--- config.mk ---
export PLATFORM = sky130hd
export DESIGN_NAME = io_bus_arbiter_flat
export DESIGN_NICKNAME = d
export VERILOG_FILES = /design/src/rtl/io_bus_arbiter_if.sv /design/src/rtl/io_bus_arbiter.sv /design/src/flat_wrapper.sv
export SDC_FILE = /design/constraint.sdc
export NUM_CORES = 1
export LEC_CHECK = 0
export ABC_AREA = 1
export CAP_MARGIN = 10
export CORE_ASPECT_RATIO = 0.5
export CORE_MARGIN = 4
export CORE_UTILIZATION = 39
export CTS_BUF_LIST = sky130_fd_sc_hd__clkbuf_4 sky130_fd_sc_hd__clkbuf_8 sky130_fd_sc_hd__clkbuf_16
export CTS_CLUSTER_DIAMETER = 150
export DETAILED_ROUTE_END_ITERATION = 8
export GPL_TIMING_DRIVEN = 0
export PLACE_DENSITY = 0.82
export SYNTH_ARGS = -nofsm -noshare
export SYNTH_HDL_FRONTEND = slang
export SYNTH_SLANG_ARGS = --single-unit
--- constraint.sdc ---
create_clock -name clk -period 2.1 [get_ports clk]
set_input_delay 0.42 -clock clk [delete_from_list [all_inputs] [get_ports clk]]
set_output_delay 0.42 -clock clk [all_outputs]
set_load 0.005 [all_outputs]
--- src/rtl/io_bus_arbiter_if.sv ---
// Requester-side and IO-port-side signal bundle for io_bus_arbiter.
// The arbiter uses the slave view; the master view drives requests and IO read data.
interface io_bus_arbiter_if;
  logic        m0_req;
  logic        m1_req;
  logic        m0_we;
  logic        m1_we;
  logic [1:0]  m0_addr;
  logic [1:0]  m1_addr;
  logic [11:0] m0_wdata;
  logic [11:0] m1_wdata;
  logic        m0_ack;
  logic        m1_ack;
  logic [31:0] m0_rdata;
  logic [31:0] m1_rdata;
  logic        io_read;
  logic        io_write;
  logic [1:0]  io_addr;
  logic [11:0] io_wdata;
  logic [31:0] io_rdata;

  modport slave (
    input  m0_req, m1_req, m0_we, m1_we, m0_addr, m1_addr, m0_wdata, m1_wdata, io_rdata,
    output m0_ack, m1_ack, m0_rdata, m1_rdata, io_read, io_write, io_addr, io_wdata
  );

  modport master (
    output m0_req, m1_req, m0_we, m1_we, m0_addr, m1_addr, m0_wdata, m1_wdata, io_rdata,
    input  m0_ack, m1_ack, m0_rdata, m1_rdata, io_read, io_write, io_addr, io_wdata
  );
endinterface

--- src/rtl/io_bus_arbiter.sv ---
// Two-requester arbiter sharing one IO register port; each transaction runs
// IDLE -> ACCESS (single io strobe) -> RESP (single ack), in round-robin or fixed-priority mode.
module io_bus_arbiter #(
  parameter int PRIO_MODE    = 0,
  parameter int STARVE_LIMIT = 4
) (
  input  logic              clk,
  input  logic              reset,
  io_bus_arbiter_if.slave   bus,
  output logic              busy,
  output logic              grant_id
);

  typedef enum logic [1:0] {IDLE, ACCESS, RESP} state_t;

  localparam logic [3:0] LIMIT = 4'(STARVE_LIMIT);

  state_t      state_reg, state_next;
  logic        grant_id_reg;
  logic        last_grant_reg;
  logic [3:0]  cnt_reg;
  logic        we_reg;
  logic [1:0]  addr_reg;
  logic [11:0] wdata_reg;
  logic [31:0] rdata_reg [0:1];
  logic        any_req;
  logic        grant;
  logic        winner;

  assign any_req = bus.m0_req | bus.m1_req;
  assign grant   = (state_reg == IDLE) && any_req;

  // Tie-break: alternate in round-robin; in fixed mode m0 wins until the starve counter saturates.
  always_comb begin
    winner = 1'b0;
    if (bus.m0_req && bus.m1_req) begin
      if (PRIO_MODE == 0)
        winner = ~last_grant_reg;
      else
        winner = (cnt_reg == LIMIT);
    end else if (bus.m1_req) begin
      winner = 1'b1;
    end
  end

  always_ff @(posedge clk) begin
    if (reset) begin
      state_reg      <= IDLE;
      grant_id_reg   <= 1'b0;
      last_grant_reg <= 1'b1;
      cnt_reg        <= 4'd0;
      we_reg         <= 1'b0;
      addr_reg       <= 2'd0;
      wdata_reg      <= 12'd0;
      for (int i = 0; i < 2; i++)
        rdata_reg[i] <= 32'd0;
    end else begin
      state_reg <= state_next;
      if (grant) begin
        grant_id_reg   <= winner;
        last_grant_reg <= winner;
        we_reg         <= winner ? bus.m1_we    : bus.m0_we;
        addr_reg       <= winner ? bus.m1_addr  : bus.m0_addr;
        wdata_reg      <= winner ? bus.m1_wdata : bus.m0_wdata;
        if (winner)
          cnt_reg <= 4'd0;
        else if (cnt_reg != LIMIT)
          cnt_reg <= cnt_reg + 4'd1;
      end
      if (state_reg == ACCESS && !we_reg)
        rdata_reg[grant_id_reg] <= bus.io_rdata;
    end
  end

  always_comb begin
    state_next   = state_reg;
    bus.io_read  = 1'b0;
    bus.io_write = 1'b0;
    bus.io_addr  = 2'd0;
    bus.io_wdata = 12'd0;
    bus.m0_ack   = 1'b0;
    bus.m1_ack   = 1'b0;
    case (state_reg)
      IDLE: begin
        if (any_req)
          state_next = ACCESS;
      end
      ACCESS: begin
        state_next   = RESP;
        bus.io_read  = ~we_reg;
        bus.io_write = we_reg;
        bus.io_addr  = addr_reg;
        bus.io_wdata = wdata_reg;
      end
      RESP: begin
        state_next = IDLE;
        bus.m0_ack = ~grant_id_reg;
        bus.m1_ack = grant_id_reg;
      end
      default: state_next = IDLE;
    endcase
  end

  assign bus.m0_rdata = rdata_reg[0];
  assign bus.m1_rdata = rdata_reg[1];
  assign busy         = (state_reg != IDLE);
  assign grant_id     = grant_id_reg;

endmodule

--- src/flat_wrapper.sv ---
// flat-port wrapper written by rule: the top's interface ports become plain ports
module io_bus_arbiter_flat 
#(
  parameter int PRIO_MODE    = 0,
  parameter int STARVE_LIMIT = 4
)
  (clk, reset, busy, grant_id, bus_m0_req, bus_m1_req, bus_m0_we, bus_m1_we, bus_m0_addr, bus_m1_addr, bus_m0_wdata, bus_m1_wdata, bus_io_rdata, bus_m0_ack, bus_m1_ack, bus_m0_rdata, bus_m1_rdata, bus_io_read, bus_io_write, bus_io_addr, bus_io_wdata);
  io_bus_arbiter_if bus_i ();
  input  logic clk;
  input  logic reset;
  output logic busy;
  output logic grant_id;
  input wire logic [$bits(bus_i.m0_req)-1:0] bus_m0_req;
  input wire logic [$bits(bus_i.m1_req)-1:0] bus_m1_req;
  input wire logic [$bits(bus_i.m0_we)-1:0] bus_m0_we;
  input wire logic [$bits(bus_i.m1_we)-1:0] bus_m1_we;
  input wire logic [$bits(bus_i.m0_addr)-1:0] bus_m0_addr;
  input wire logic [$bits(bus_i.m1_addr)-1:0] bus_m1_addr;
  input wire logic [$bits(bus_i.m0_wdata)-1:0] bus_m0_wdata;
  input wire logic [$bits(bus_i.m1_wdata)-1:0] bus_m1_wdata;
  input wire logic [$bits(bus_i.io_rdata)-1:0] bus_io_rdata;
  output wire logic [$bits(bus_i.m0_ack)-1:0] bus_m0_ack;
  output wire logic [$bits(bus_i.m1_ack)-1:0] bus_m1_ack;
  output wire logic [$bits(bus_i.m0_rdata)-1:0] bus_m0_rdata;
  output wire logic [$bits(bus_i.m1_rdata)-1:0] bus_m1_rdata;
  output wire logic [$bits(bus_i.io_read)-1:0] bus_io_read;
  output wire logic [$bits(bus_i.io_write)-1:0] bus_io_write;
  output wire logic [$bits(bus_i.io_addr)-1:0] bus_io_addr;
  output wire logic [$bits(bus_i.io_wdata)-1:0] bus_io_wdata;
  assign bus_i.m0_req = bus_m0_req;
  assign bus_i.m1_req = bus_m1_req;
  assign bus_i.m0_we = bus_m0_we;
  assign bus_i.m1_we = bus_m1_we;
  assign bus_i.m0_addr = bus_m0_addr;
  assign bus_i.m1_addr = bus_m1_addr;
  assign bus_i.m0_wdata = bus_m0_wdata;
  assign bus_i.m1_wdata = bus_m1_wdata;
  assign bus_i.io_rdata = bus_io_rdata;
  assign bus_m0_ack = bus_i.m0_ack;
  assign bus_m1_ack = bus_i.m1_ack;
  assign bus_m0_rdata = bus_i.m0_rdata;
  assign bus_m1_rdata = bus_i.m1_rdata;
  assign bus_io_read = bus_i.io_read;
  assign bus_io_write = bus_i.io_write;
  assign bus_io_addr = bus_i.io_addr;
  assign bus_io_wdata = bus_i.io_wdata;
  io_bus_arbiter #(.PRIO_MODE(PRIO_MODE), .STARVE_LIMIT(STARVE_LIMIT)) u_core (.clk(clk), .reset(reset), .bus(bus_i), .busy(busy), .grant_id(grant_id));
endmodule
==> results of run 1 <==
[where the power goes]
part           internal, mW  total, mW  switching (mW)
registers              1.88       1.92          0.0330
logic                 0.364      0.674           0.309
clock network         0.923       1.54           0.621
[layout make-up]
cell class / instances / area [µm²]
Multi-Input combinational cell: 207 / 933
Clock inverter: 6 / 56.3
Tap cell: 117 / 146
Clock buffer: 10 / 233
Timing Repair Buffer: 153 / 1550
Inverter: 54 / 205
Sequential cell: 83 / 2300
Buffer: 17 / 143
Fill cell: 740 / 3230
[layout by cell type, fill, tap and decap left out, types with 2 or more instances in the layout]
cell type	count
buf_4	3
clkinv_2	3
a21oi_1	2
buf_6	9
dlygate4sd2_1	10
nand2_1	50
nor3_1	2
nand4_4	2
nand3_1	16
clkdlybuf4s50_1	139
dfxtp_1	18
nand2_2	3
a21boi_0	11
inv_2	2
a21boi_1	4
clkbuf_16	9
edfxtp_1	64
nor2_1	110
buf_2	6
nor2_2	4
inv_1	51
buf_16	2
nor2_4	2
[cells by family after synthesis]
family / Yosys count
AND/OR/NAND/NOR: 190
AO/OA/AOI/OAI: 17
flip-flops: 83
buffers and inverters: 71
[worst max-delay path by stage]
stage / slack (ns) / to / start
floorplan: 0.03 / u_core.rdata_reg[1][0] / reset
finish: 0.08 / bus_m1_ack / u_core.grant_id
detailed placement: -0.72 / u_core.rdata_reg[1][6] / reset
CTS: 0.05 / bus_m1_ack / u_core.grant_id
global placement: -1.00 / u_core.rdata_reg[1][5] / reset
global route: -0.01 / u_core.rdata_reg[1][8] / reset
[what timing repair did]
action / CTS / global route
buffers inserted: 2 / 0
setup endpoints to repair: 69 / 21
pin swaps: 1 / 0
hold endpoints to repair: 0 / 0
cloned: 0 / 0
resized for setup: 17 / 0
[critical path, delay by kind of cell (launching register included)]
family,cells,cell delay [ns]
buf+inv,2,0.66
flops,1,0.43
simple gates,1,0.17
[metrics by stage]
stage / utilization / std cells / cell area (µm²)
6_report: 0.633 / 647 / 5570
5_1_grt: 0.633 / 647 / 5570
4_1_cts: 0.633 / 647 / 5570
3_5_place_dp: 0.598 / 629 / 5260
3_3_place_gp: 0.591 / 627 / 5200
2_1_floorplan: - / 361 / 3560
[metal layers]
layer / part of all wire / GRT usage / vias up
met5: 0 / 0 / -
met1: 0.40 / 0.190 / 1369
met4: 0.013 / 0.0569 / 0
met2: 0.53 / 0.322 / 86
li1: - / - / 1454
met3: 0.052 / 0.0445 / 10
==> metrics.txt, run 1 <==
Worst Tran Pin Value=0.416 ns; router iterations before antenna repair=4; initial drt markers=106; core area=8800 µm²; Hold Path Class=reg -> reg; pins over their slew limit=0; clk sinks=83; fraction of layout cells with a size suffix above 1=0.0962; Root Driver=clkbuf_16; gp weighted congestion=0.740; clock latency on the worst-skew pair=0.34 ns; Final ANT Viol Nets=0; CP max stage cell=clkdlybuf4s50_1; post-synthesis mux area share=0; highest attainable clock frequency=496 MHz; post-synthesis register bit count=83; Post-Synth Simple-Gate Area=0.225; H-tree Lvls=3; initial core utilization=0.405; Compound-Gate Fraction of Synth Area=0.0344; CP Data Required Time=1.68 ns; RSZ-0062 raised after global routing=true; Worst VDD drop=0.424 mV; synthesized instance count=361; CP endpoint kind=output port; Pwr Total=4.13 mW; final setup vio count=0; post-layout min period=2.02 ns; R2R Path End=u_core.rdata_reg[0][25]; CP Launch Type=flop; FF-to-FF setup slack=0.28 ns; Async S/R FF share, synth=0; Synth warnings=0; synthesis-to-finish area growth=56.2%; register area share after synthesis=0.646; PwrDens=742 nW/µm²; Hold Path Origin=u_core.last_grant_reg; total track usage=0.170; largest net degree at the start of global routing=22; most common cell in the synthesized netlist=nor2_1; CTS tree=done; Final WS setup=0.0820 ns; Post-route DRC=0; crit share post-route=0.961; CP max FO=5; worst hold slack=0.493 ns; CTS Hold Bufs=0; static leakage=2.40 nW; global-route wire length before repair=13900 µm; Worst-path clk slew=0.06 ns; boundary pin count=150; # diodes=0; crit-path cells=inv_1 > nor3_1 > clkdlybuf4s50_1; count of different cell masters after synthesis=19; CTS Buf Count=9; Max clock buf depth=2; WL final=9300 µm; die span in x=143 µm; vias in the first global route=2790; Synth Flop Type=edfxtp_1; Crit Path Class=reg -> out; floorplan die height=75.6 µm; Mean Syn Cell Area=9.87 µm²; Setup Skew=0.00748 ns; synthesized cell area=3560 µm²; worst hold endpoint=u_core.last_grant_reg; Max Cap Viol=0; Vias=2919; hold path depth=2; XOR/XNOR Fraction of Synth Area=0; outcome=completed; Synth area leaders=edfxtp_1 54%, nor2_1 12%, dfxtp_1 11%; endpoints failing hold=0; syn_nets=427; max FFs per register=64; leading area contributor after synthesis=edfxtp_1; Reg2Reg Launch Point=u_core.state_reg[0]; main combinational cell family by area after synthesis=simple AND/OR/NAND/NOR gates; WL/cell=14.4 µm; EDFF count, synth=64; setup TNS=0 ns; initial antenna violation count=0; Relative slew margins=0.722; total gr overflow=0; Vias per Instance=4.51; Synth Area in Adders=0; hpwl dp=6970 µm; Arrival @ worst endpoint=1.60 ns; worst slack at placement=-0.723 ns; Worst R2R Path Depth=7; Die Footprint=10800 µm²; post-synth top area share=0.539; Port Buffers=149; layout net count=591; Synth top cells by count=110 x nor2_1, 64 x edfxtp_1, 52 x nand2_1, 51 x inv_1, 19 x dfxtp_1; slowest cell delay on critical path=0.54 ns; number of cell rows=24
Note: power is estimated with default switching activity, not from simulation.
==> inputs of run 2 (changes only) <==
--- a/config.mk
+++ b/config.mk
@@ -15,6 +15,8 @@
 export DETAILED_ROUTE_END_ITERATION = 8
 export GPL_TIMING_DRIVEN = 0
 export PLACE_DENSITY = 0.82
+export SKIP_LAST_GASP = 1
 export SYNTH_ARGS = -nofsm -noshare
 export SYNTH_HDL_FRONTEND = slang
 export SYNTH_SLANG_ARGS = --single-unit
+export TNS_END_PERCENT = 30
==> constraint.sdc (replaced) <==
create_clock -name clk -period 1.7 [get_ports clk]
set_input_delay 0.34 -clock clk [delete_from_list [all_inputs] [get_ports clk]]
set_output_delay 0.34 -clock clk [all_outputs]
set_load 0.005 [all_outputs]
==> run 2 against run 1 <==
- the flow now finishes with violations (setup timing)
- routed wire length fell by 4.9%
- global-route usage fell by 0.61 points
- combinational power grew 24%
- utilization is 0.80 points higher
- critical path depth did not move
- die area is the same
- clock-buffer cell count up 3
- cell count is 0.62% higher
- via count is 2.2% lower
- sequential share of layout area shrank 0.43 points
- design area increased by 1.3%
- clock skew shrank 0.0019 ns
- critical endpoint unchanged
==> metrics.txt, run 2 (same netlist as run 1, synthesis figures left out) <==
number of cell rows=24 (unchanged); fraction of layout cells with a size suffix above 1=0.129 (+0.0330); Hold Path Class=reg -> reg; Worst-path clk slew=0.06 ns (about the same); switching portion of total power=0.222 (-0.0105); Layout Utilization=0.641 (+0.00796); commonest cells after routing, fill and taps aside=131 x clkdlybuf4s50_1, 107 x nor2_1, 64 x edfxtp_1; Crit Path Class=reg -> out; largest net degree at the start of global routing=33 (+50%); sequential share of power=0.464 (about the same); core area=8800 µm² (unchanged); boundary pin count=150 (unchanged); clk sinks=83 (unchanged); total gr overflow=0 (unchanged); Non-Filler Instances=651 (+0.62%); router iterations before antenna repair=4 (unchanged); Clock Power Share=0.373 (about the same); die span in x=143 µm (unchanged); Root Driver=clkbuf_16; WL/cell=13.6 µm (-5.5%); filler instances=747 (+0.95%); Worst R2R Path Depth=7 (unchanged); Die Footprint=10800 µm² (unchanged); static leakage=2.52 nW (+5.0%); Vias per Instance=4.39 (-2.8%); most common cell after layout, fill and taps aside=clkdlybuf4s50_1; Post-route DRC=0 (unchanged); total track usage=0.163 (-0.00613); vias in the first global route=2848 (+2.1%); RSZ-0062 raised after global routing=true; crit path buf inv count=2 (unchanged); pins over their slew limit=0 (unchanged); Final ANT Viol Nets=0 (unchanged); endpoints failing hold=0 (unchanged); multi-input combinational cell area=975 µm² (+4.4%); gp weighted congestion=0.854 (+15%); H-tree Lvls=3 (unchanged); CP delay by family, top=buffers and inverters; hpwl dp=6560 µm (-5.8%); total placed cells including tap cells=628 (-0.16%); Combinational Power Share=0.163 (about the same); crit share post-route=1.08; clock latency on the worst-skew pair=0.33 ns (about the same); highest attainable clock frequency=546 MHz; register area=2310 µm² (+0.22%); crit-path cells=buf_4 > nor3_1 > clkdlybuf4s50_1; layout net count=595 (+0.68%); synthesis-to-finish area growth=58.2%; Port Buffers=149 (unchanged); outcome=finished with violations; Relative slew margins=0.774 (+0.0520); Worst VDD drop=0.527 mV (+24%); CP max FO=3 (-2); Reg2Reg Launch Point=u_core.state_reg[0]; Int Pwr=3.97 mW (+25%); CP endpoint kind=output port; WL final=8840 µm (-4.9%); PwrDens=906 nW/µm² (+22%); hold path depth=2 (unchanged); CP Launch Type=flop; CP Data Required Time=1.36 ns (-0.32 ns); Worst Tran Pin Value=0.338 ns (-0.0780 ns); initial antenna violation count=0 (unchanged); slowest cell delay on critical path=0.54 ns (about the same); Max Cap Viol=0 (unchanged); initial drt markers=58 (-45%); Setup Skew=0.00558 ns (-0.00190 ns); Vias=2855 (-2.2%); crit path from=u_core.state_reg[0]; Hold Path Origin=u_core.last_grant_reg; failing checks=setup timing; # diodes=0 (unchanged); WP depth=3 (unchanged); CTS Buf Count=9 (unchanged); floorplan die height=75.6 µm (unchanged); Final WS setup=-0.131 ns (-0.213 ns); post-layout min period=1.83 ns; CP max stage cell=clkdlybuf4s50_1; CTS Hold Bufs=0 (unchanged); global-route wire length before repair=13500 µm (-2.8%); sw power=1.14 mW (+18%); Arrival @ worst endpoint=1.49 ns (-0.11 ns); max FFs per register=64 (unchanged); initial core utilization=0.405 (unchanged); CTS tree=done; Max clock buf depth=2 (unchanged); final setup vio count=3 (+3)
-- run 2: cell types whose count changed in the layout (fill, tap and decap cells not counted), moves of 3 or more --
cell | previous run | this run
buf_4 | 3 | 8
clkdlybuf4s50_1 | 139 | 131
clkdlybuf4s15_2 | 0 | 3
dlygate4sd2_1 | 10 | 3
clkbuf_4 | 1 | 4
buf_2 | 6 | 10
dlymetal6s2s_1 | 0 | 7
nor2_1 | 110 | 107
nor2_2 | 4 | 7
-- run 2: path summary, 6_finish.rpt --
| check | to | slack (ns) |
|---|---|---|
| worst max-delay path | bus_m1_ack | -0.13 |
| worst min register to register | u_core.last_grant_reg | 0.51 |
| worst max register to register | u_core.rdata_reg[1][24] | 0.04 |
| worst min-delay path | u_core.last_grant_reg | 0.51 |
-- run 2: routing by layer --
layer  track usage  up-vias  part of all wire
met5             0        -                 0
met4        0.0537        0            0.0080
met3        0.0401        6             0.052
met2         0.315       71              0.52
met1         0.182     1310              0.42
li1              -     1468                 -
-- run 2: final cells by class --
type                    instances  share of cell area
plain buffers                  17              0.0273
clock buffers                  13              0.0453
clock inverters                 3             0.00688
inverters                      54              0.0364
multi-input cells             208               0.173
flip-flops and latches         83               0.409
well taps                     117              0.0260
repair buffers                156               0.276
-- run 2: power by group through the flow --
stage | Clock (mW) | Combinational, mW | Sequential [mW]
floorplan | 0 | 0.336 | 2.42
global placement | 0 | 0.796 | 2.41
detailed placement | 0 | 0.820 | 2.41
CTS | 1.95 | 0.843 | 2.37
global route | 2.03 | 0.918 | 2.38
finish | 1.90 | 0.834 | 2.37
-- run 2: what timing repair did --
item | 4_1_cts | 5_1_grt
gates cloned | 0 | 1
buffers inserted | 3 | 3
gates resized for setup | 46 | 12
pin swaps | 1 | 2
setup endpoints to repair | 83 | 64
-- run 2: per-stage QoR --
stage | cell area [µm²] | hold slack (ns) | worst slack (ns) | total power, mW | setup TNS, ns
after floorplan | 3570 | 0.409 | -0.263 | 2.76 | -8.41
after global routing | 5640 | 0.543 | -0.196 | 5.33 | -1.63
after global placement | 5200 | 0.491 | -1.18 | 3.20 | -68.43
after CTS | 5580 | 0.510 | -0.175 | 5.17 | -3.88
after detailed placement | 5230 | 0.501 | -0.875 | 3.23 | -57.17
final | 5640 | 0.513 | -0.131 | 5.11 | -0.201
-- run 2: worst register-to-register path, stage by stage (launching register included) --
cell	delay (ns)
dfxtp_2	0.33
inv_2	0.05
nor2_4	0.14
buf_4	0.14
buf_4	0.11
nand4_4	0.16
buf_12	0.21
nand2_4	0.21
